$ cat src/rtl/lcd_pkg.sv
// Shared types and constants for the HD44780 custom-instruction driver.
package lcd_pkg;

    typedef enum logic [2:0] {
        IDLE,
        SETUP,
        EN_HIGH,
        EN_LOW,
        EXEC,
        DONE
    } state_t;

    localparam int FLG_RS     = 0;
    localparam int FLG_LONG   = 1;
    localparam int FLG_NIBBLE = 2;

    localparam logic [7:0] CMD_CLEAR = 8'h01;
    localparam logic [7:0] CMD_HOME  = 8'h02;

    // Return-home ignores bit 0, so 0x02 and 0x03 both need the long wait.
    function automatic logic needs_long_exec(input logic [7:0] cmd);
        return (cmd == CMD_CLEAR) || (cmd[7:1] == CMD_HOME[7:1]);
    endfunction

endpackage

$ cat src/rtl/lcd_delay_timer.sv
// Loadable down-counter that stops at zero; paces every timed LCD phase.
module lcd_delay_timer #(
    parameter int CNT_W = 17
) (
    input  logic             clk,
    input  logic             reset,
    input  logic             clk_en,
    input  logic             load,
    input  logic [CNT_W-1:0] load_val,
    output logic             zero
);

    logic [CNT_W-1:0] count_q;

    // NOTE: sequential state uses non-blocking (<=) so every flop samples pre-edge values.
    always_ff @(posedge clk or negedge reset) begin
        if (!reset) begin
            count_q <= '0;
        end else if (clk_en) begin
            if (load) begin
                count_q <= load_val;
            end else if (count_q != '0) begin
                count_q <= count_q - 1'b1;
            end
        end
    end

    assign zero = (count_q == '0);

endmodule

$ cat src/rtl/lcd_ci_driver.sv
// Multi-cycle Nios II custom instruction that writes one command/data byte to
// an HD44780-class LCD over an 8-bit or 4-bit bus.
module lcd_ci_driver
    import lcd_pkg::*;
#(
    parameter int BUS_WIDTH   = 8,
    parameter int T_SETUP     = 2,
    parameter int T_EN_HIGH   = 25,
    parameter int T_EN_LOW    = 25,
    parameter int T_EXEC      = 2000,
    parameter int T_EXEC_LONG = 82000,
    parameter int CNT_W       = 17
) (
    input  logic                 clk,
    input  logic                 reset,
    input  logic                 clk_en,
    input  logic                 start,
    input  logic [31:0]          dataa,
    input  logic [31:0]          datab,
    output logic [31:0]          result,
    output logic                 done,
    output logic                 rs,
    output logic                 rw,
    output logic                 en,
    output logic [BUS_WIDTH-1:0] db
);

    if (BUS_WIDTH != 8 && BUS_WIDTH != 4) begin : g_bad_bus_width
        $error("lcd_ci_driver: BUS_WIDTH must be 8 or 4");
    end
    if (T_EXEC_LONG - 1 >= (1 << CNT_W) || T_EXEC - 1 >= (1 << CNT_W)) begin : g_bad_cnt_w
        $error("lcd_ci_driver: CNT_W too narrow for the execution delays");
    end

    localparam logic [CNT_W-1:0] LD_SETUP     = CNT_W'(T_SETUP - 1);
    localparam logic [CNT_W-1:0] LD_EN_HIGH   = CNT_W'(T_EN_HIGH - 1);
    localparam logic [CNT_W-1:0] LD_EN_LOW    = CNT_W'(T_EN_LOW - 1);
    localparam logic [CNT_W-1:0] LD_EXEC      = CNT_W'(T_EXEC - 1);
    localparam logic [CNT_W-1:0] LD_EXEC_LONG = CNT_W'(T_EXEC_LONG - 1);

    state_t               state_q, state_d;
    logic                 rs_q, rs_d;
    logic [BUS_WIDTH-1:0] db_q, db_d;
    logic [7:0]           byte_q, byte_d;
    logic                 long_q, long_d;
    logic                 second_q, second_d;
    logic                 tmr_load;
    logic [CNT_W-1:0]     tmr_val;
    logic                 tmr_zero;
    logic                 unused_bits;

    assign unused_bits = ^{dataa[31:3], datab[31:8]};

    lcd_delay_timer #(.CNT_W(CNT_W)) u_timer (
        .clk      (clk),
        .reset    (reset),
        .clk_en   (clk_en),
        .load     (tmr_load),
        .load_val (tmr_val),
        .zero     (tmr_zero)
    );

    always_ff @(posedge clk or negedge reset) begin
        if (!reset) begin
            state_q  <= IDLE;
            rs_q     <= 1'b0;
            db_q     <= '0;
            byte_q   <= '0;
            long_q   <= 1'b0;
            second_q <= 1'b0;
        end else if (clk_en) begin
            state_q  <= state_d;
            rs_q     <= rs_d;
            db_q     <= db_d;
            byte_q   <= byte_d;
            long_q   <= long_d;
            second_q <= second_d;
        end
    end

    // NOTE: every signal gets a default before the case, so no path can infer a latch.
    always_comb begin
        state_d  = state_q;
        rs_d     = rs_q;
        db_d     = db_q;
        byte_d   = byte_q;
        long_d   = long_q;
        second_d = second_q;
        tmr_load = 1'b0;
        tmr_val  = '0;
        unique case (state_q)
            IDLE: begin
                if (start) begin
                    rs_d     = dataa[FLG_RS];
                    byte_d   = datab[7:0];
                    long_d   = dataa[FLG_LONG] | (~dataa[FLG_RS] & needs_long_exec(datab[7:0]));
                    second_d = (BUS_WIDTH == 4) && !dataa[FLG_NIBBLE];
                    // 4-bit mode sends the high nibble first on D7..D4.
                    db_d     = BUS_WIDTH'(datab[7:0] >> (8 - BUS_WIDTH));
                    state_d  = SETUP;
                    tmr_load = 1'b1;
                    tmr_val  = LD_SETUP;
                end
            end
            SETUP: begin
                if (tmr_zero) begin
                    state_d  = EN_HIGH;
                    tmr_load = 1'b1;
                    tmr_val  = LD_EN_HIGH;
                end
            end
            EN_HIGH: begin
                if (tmr_zero) begin
                    state_d  = EN_LOW;
                    tmr_load = 1'b1;
                    tmr_val  = LD_EN_LOW;
                end
            end
            EN_LOW: begin
                if (tmr_zero) begin
                    tmr_load = 1'b1;
                    if (second_q) begin
                        second_d = 1'b0;
                        db_d     = BUS_WIDTH'(byte_q[3:0]);
                        state_d  = SETUP;
                        tmr_val  = LD_SETUP;
                    end else begin
                        state_d  = EXEC;
                        tmr_val  = long_q ? LD_EXEC_LONG : LD_EXEC;
                    end
                end
            end
            EXEC: begin
                if (tmr_zero) begin
                    state_d = DONE;
                end
            end
            DONE: begin
                state_d = IDLE;
            end
            default: begin
                state_d = IDLE;
            end
        endcase
    end

    assign en     = (state_q == EN_HIGH);
    assign done   = (state_q == DONE);
    assign result = done ? {30'd0, long_q, 1'b1} : 32'd0;
    assign rs     = rs_q;
    assign rw     = 1'b0;
    assign db     = db_q;

endmodule
$ cat config.mk
export PLATFORM = sky130hd
export DESIGN_NAME = lcd_ci_driver
export DESIGN_NICKNAME = d
export VERILOG_FILES = /design/src/rtl/lcd_pkg.sv /design/src/rtl/lcd_delay_timer.sv /design/src/rtl/lcd_ci_driver.sv
export SDC_FILE = /design/constraint.sdc
export NUM_CORES = 1
export LEC_CHECK = 0
export CORE_ASPECT_RATIO = 0.5
export CORE_MARGIN = 5
export CORE_UTILIZATION = 39
export DETAILED_ROUTE_END_ITERATION = 8
export PLACE_DENSITY = 0.83
export SYNTH_ARGS = -nofsm -noshare
export SYNTH_HDL_FRONTEND = slang
export SYNTH_SLANG_ARGS = --single-unit
$ cat constraint.sdc
create_clock -name clk -period 3.2 [get_ports clk]
set_input_delay 0.48 -clock clk [delete_from_list [all_inputs] [get_ports clk]]
set_output_delay 0.48 -clock clk [all_outputs]
set_load 0.03 [all_outputs]
==> flow_summary.ini <==
[sta]
fin_crit_sh_pct = 83.90
setup_violations = 0
tightest_slew_ns = 1.078
fin_crit_ns = 2.685
relSlewSlack_pct = 27.80
rsz0062_at_grt = no
hold_slack_ns = 0.4796
timing.fmax_mhz = 372.4
finalClockSkew_ns = 0.008471
worst_slack_ns = 0.5151
drv_slew = 0
finalSetupTns_ns = 0
hold_viol = 0

[route]
routed_via_density = 5.490
drc = 0
dr.pass1.iters = 4
vias = 1861
routed_wl_mm = 4.951
drtAntennaViolNets = 0
avgRoutedWirePerCell_um = 14.60
drt-initial-drc-count = 120

[final_layout]
multi_input_area_mm2 = 0.001079
fill_cells = 468
fin_nets = 339
final_cells = 339
antennaDiodeCount = 0
drive_gt1_share_pct = 7.063
area_growth_pct = 13.37
area.sequential_um2 = 750.7

[synth]
ys.flop_type = dfrtp_1
synth_commonest_cells = nand2_1, buf_4, dfrtp_1
avgSynthCellArea_um2 = 8.329
yosys_warnings = 0
ys_ff_latch = 30
yosysTopAreaCell = dfrtp_1
synthCells = 245
syn_area_mm2 = 0.002041
synth-edff-count = 0
ys_seq_area_share_pct = 36.79
synth_cell_types = 45
synth_area_leaders = dfrtp_1, buf_4, nand2_1
async_flop_share_pct = 100.0
synth.most_common_cell = nand2_1
yosysTopAreaCellShare_pct = 36.79

[setup_path]
reg2regPathDepth = 7
r2r_slack_ns = 0.52
r2r-end = u_timer.count_q[10]$_DFFE_PN0P_
cp.required_ns = 3.33
worst_ep_arrival_time_ns = 2.82
worstSetupPathType = reg2reg
critPathCaptureType = register
cp_max_fo = 10
startpoint_type = register
r2r_start = u_timer.count_q[0]$_DFFE_PN0P_
crit_end = u_timer.count_q[10]$_DFFE_PN0P_
critPathLaunch = u_timer.count_q[0]$_DFFE_PN0P_

[power]
p_int_mw = 0.7574
p_leak_nw = 1.049
p_seq_share_pct = 42.9
ir_worst_vdd_v = 0.0003427
clkPwrFrac_pct = 23.3
swShare_pct = 38.75
power_mw = 1.237
power_frac_comb_pct = 33.8
p_switching_mw = 0.4792
power.density_mw_per_mm2 = 534.6

[clock_network]
cts_tree = done
htree_levels = 2
numClockSinks = 30
holdBufCountCts = 0
ctsResizeCount = 0
post_cts_buffers = 0
clock_latency_ns = 0.29
root_buffer = clkbuf_8
numCtsBuffers = 5
cts.clk_slew.worst_paths_ns = 0.06
clk_path_buf_depth = 2

[floorplan]
io_pins = 112
die_width_um = 112.3
start_util_pct = 40.82
die_area_mm2 = 0.006867
core-area_mm2 = 0.005000
fp-row-count = 18
die_h_um = 61.15

[placement]
gp_congestion = 0.9152
dp_slack_ns = 0.4130
dpl.cell_count = 332
dp_hpwl_mm = 3.596
port_buffers = 26

[worst_hold_path]
hold_class = reg2reg

[global_route]
grt_pass1_vias = 1769
track_usage_pct = 14.86
antenna_found_initial = 0
grt_pass1_wl_mm = 8.155
grt_overflow = 0
grt_max_degree = 31

[flow_run]
cap_viol_max_count = 0

[outcome]
status = finished clean
-- critical path, cell delays in order (launching register included) --
cell,delay [ns]
dfrtp_1,0.40
inv_1,0.12
ha_1,0.16
or4b_1,0.49
or4_4,0.53
o31ai_2,0.56
a21oi_1,0.11
a2bb2oi_1,0.17
-- logic make-up after synthesis --
logic type	after synthesis	share of synthesized area (%)
simple gates	92	23.12
compound gates	67	22.38
buf+inv	52	15.88
flops	30	36.79
fa+ha+maj	2	1.226
xor+xnor	1	0.4293
other cells	1	0.1838
-- sequential cells by signal (all words and copies together) (netlist names) --
name,flops
db,8
long_q,1
u_timer.count_q,17
state_q,3
rs,1
-- worst min-delay path by stage --
stage	start	to	slack, ns	cells past startpoint
6_report	db[1]$_DFFE_PN0P_	db[1]$_DFFE_PN0P_	0.48	2
5_1_grt	db[0]$_DFFE_PN0P_	db[0]$_DFFE_PN0P_	0.51	2
4_1_cts	db[2]$_DFFE_PN0P_	db[2]$_DFFE_PN0P_	0.48	2
3_5_place_dp	db[2]$_DFFE_PN0P_	db[2]$_DFFE_PN0P_	0.47	2
3_3_place_gp	db[2]$_DFFE_PN0P_	db[2]$_DFFE_PN0P_	0.46	2
2_1_floorplan	reset	db[0]$_DFFE_PN0P_	0.18	0
-- layout make-up --
type	instances	area share (%)
flip-flops and latches	30	32.45
repair buffers	29	12.22
well taps	70	3.786
inverters	10	1.622
multi-input cells	193	46.62
clock buffers	7	3.299
-- layout by cell type (no fill, tap or decap), drive strengths merged, types with 7 or more instances in the layout --
cell	Yosys	final
a21oi	11	11
a31oi	12	12
clkbuf	8	7
clkdlybuf4s50	0	26
conb	1	31
dfrtp	30	30
inv	10	10
nand2	37	37
nor2	10	10
nor3	8	8
o21ai	18	18
-- power by group through the flow --
stage	clock (mW)	combinational, mW	sequential (mW)
2_1_floorplan	0	0.284	0.559
3_3_place_gp	0	0.402	0.530
3_5_place_dp	0	0.414	0.534
4_1_cts	0.295	0.414	0.529
5_1_grt	0.311	0.460	0.545
6_report	0.288	0.418	0.531
-- through the flow --
| step | instance area, um2 | utilization [%] |
|---|---|---|
| after global placement | 2237 | 44.74 |
| after floorplan | 2153 | - |
| after global routing | 2313 | 46.27 |
| after detailed placement | 2237 | 44.74 |
| after CTS | 2313 | 46.27 |
| final | 2313 | 46.27 |
-- metal layers --
| layer | GRT usage (%) | routed length [um] | up-vias |
|---|---|---|---|
| met5 | 0 | 0 | - |
| met4 | 5.479 | 55 | 0 |
| met3 | 3.925 | 389 | 9 |
| met2 | 26.42 | 2365 | 102 |
| met1 | 18.00 | 2140 | 883 |
| li1 | - | - | 867 |
Power figures use the tool's default switching activity.
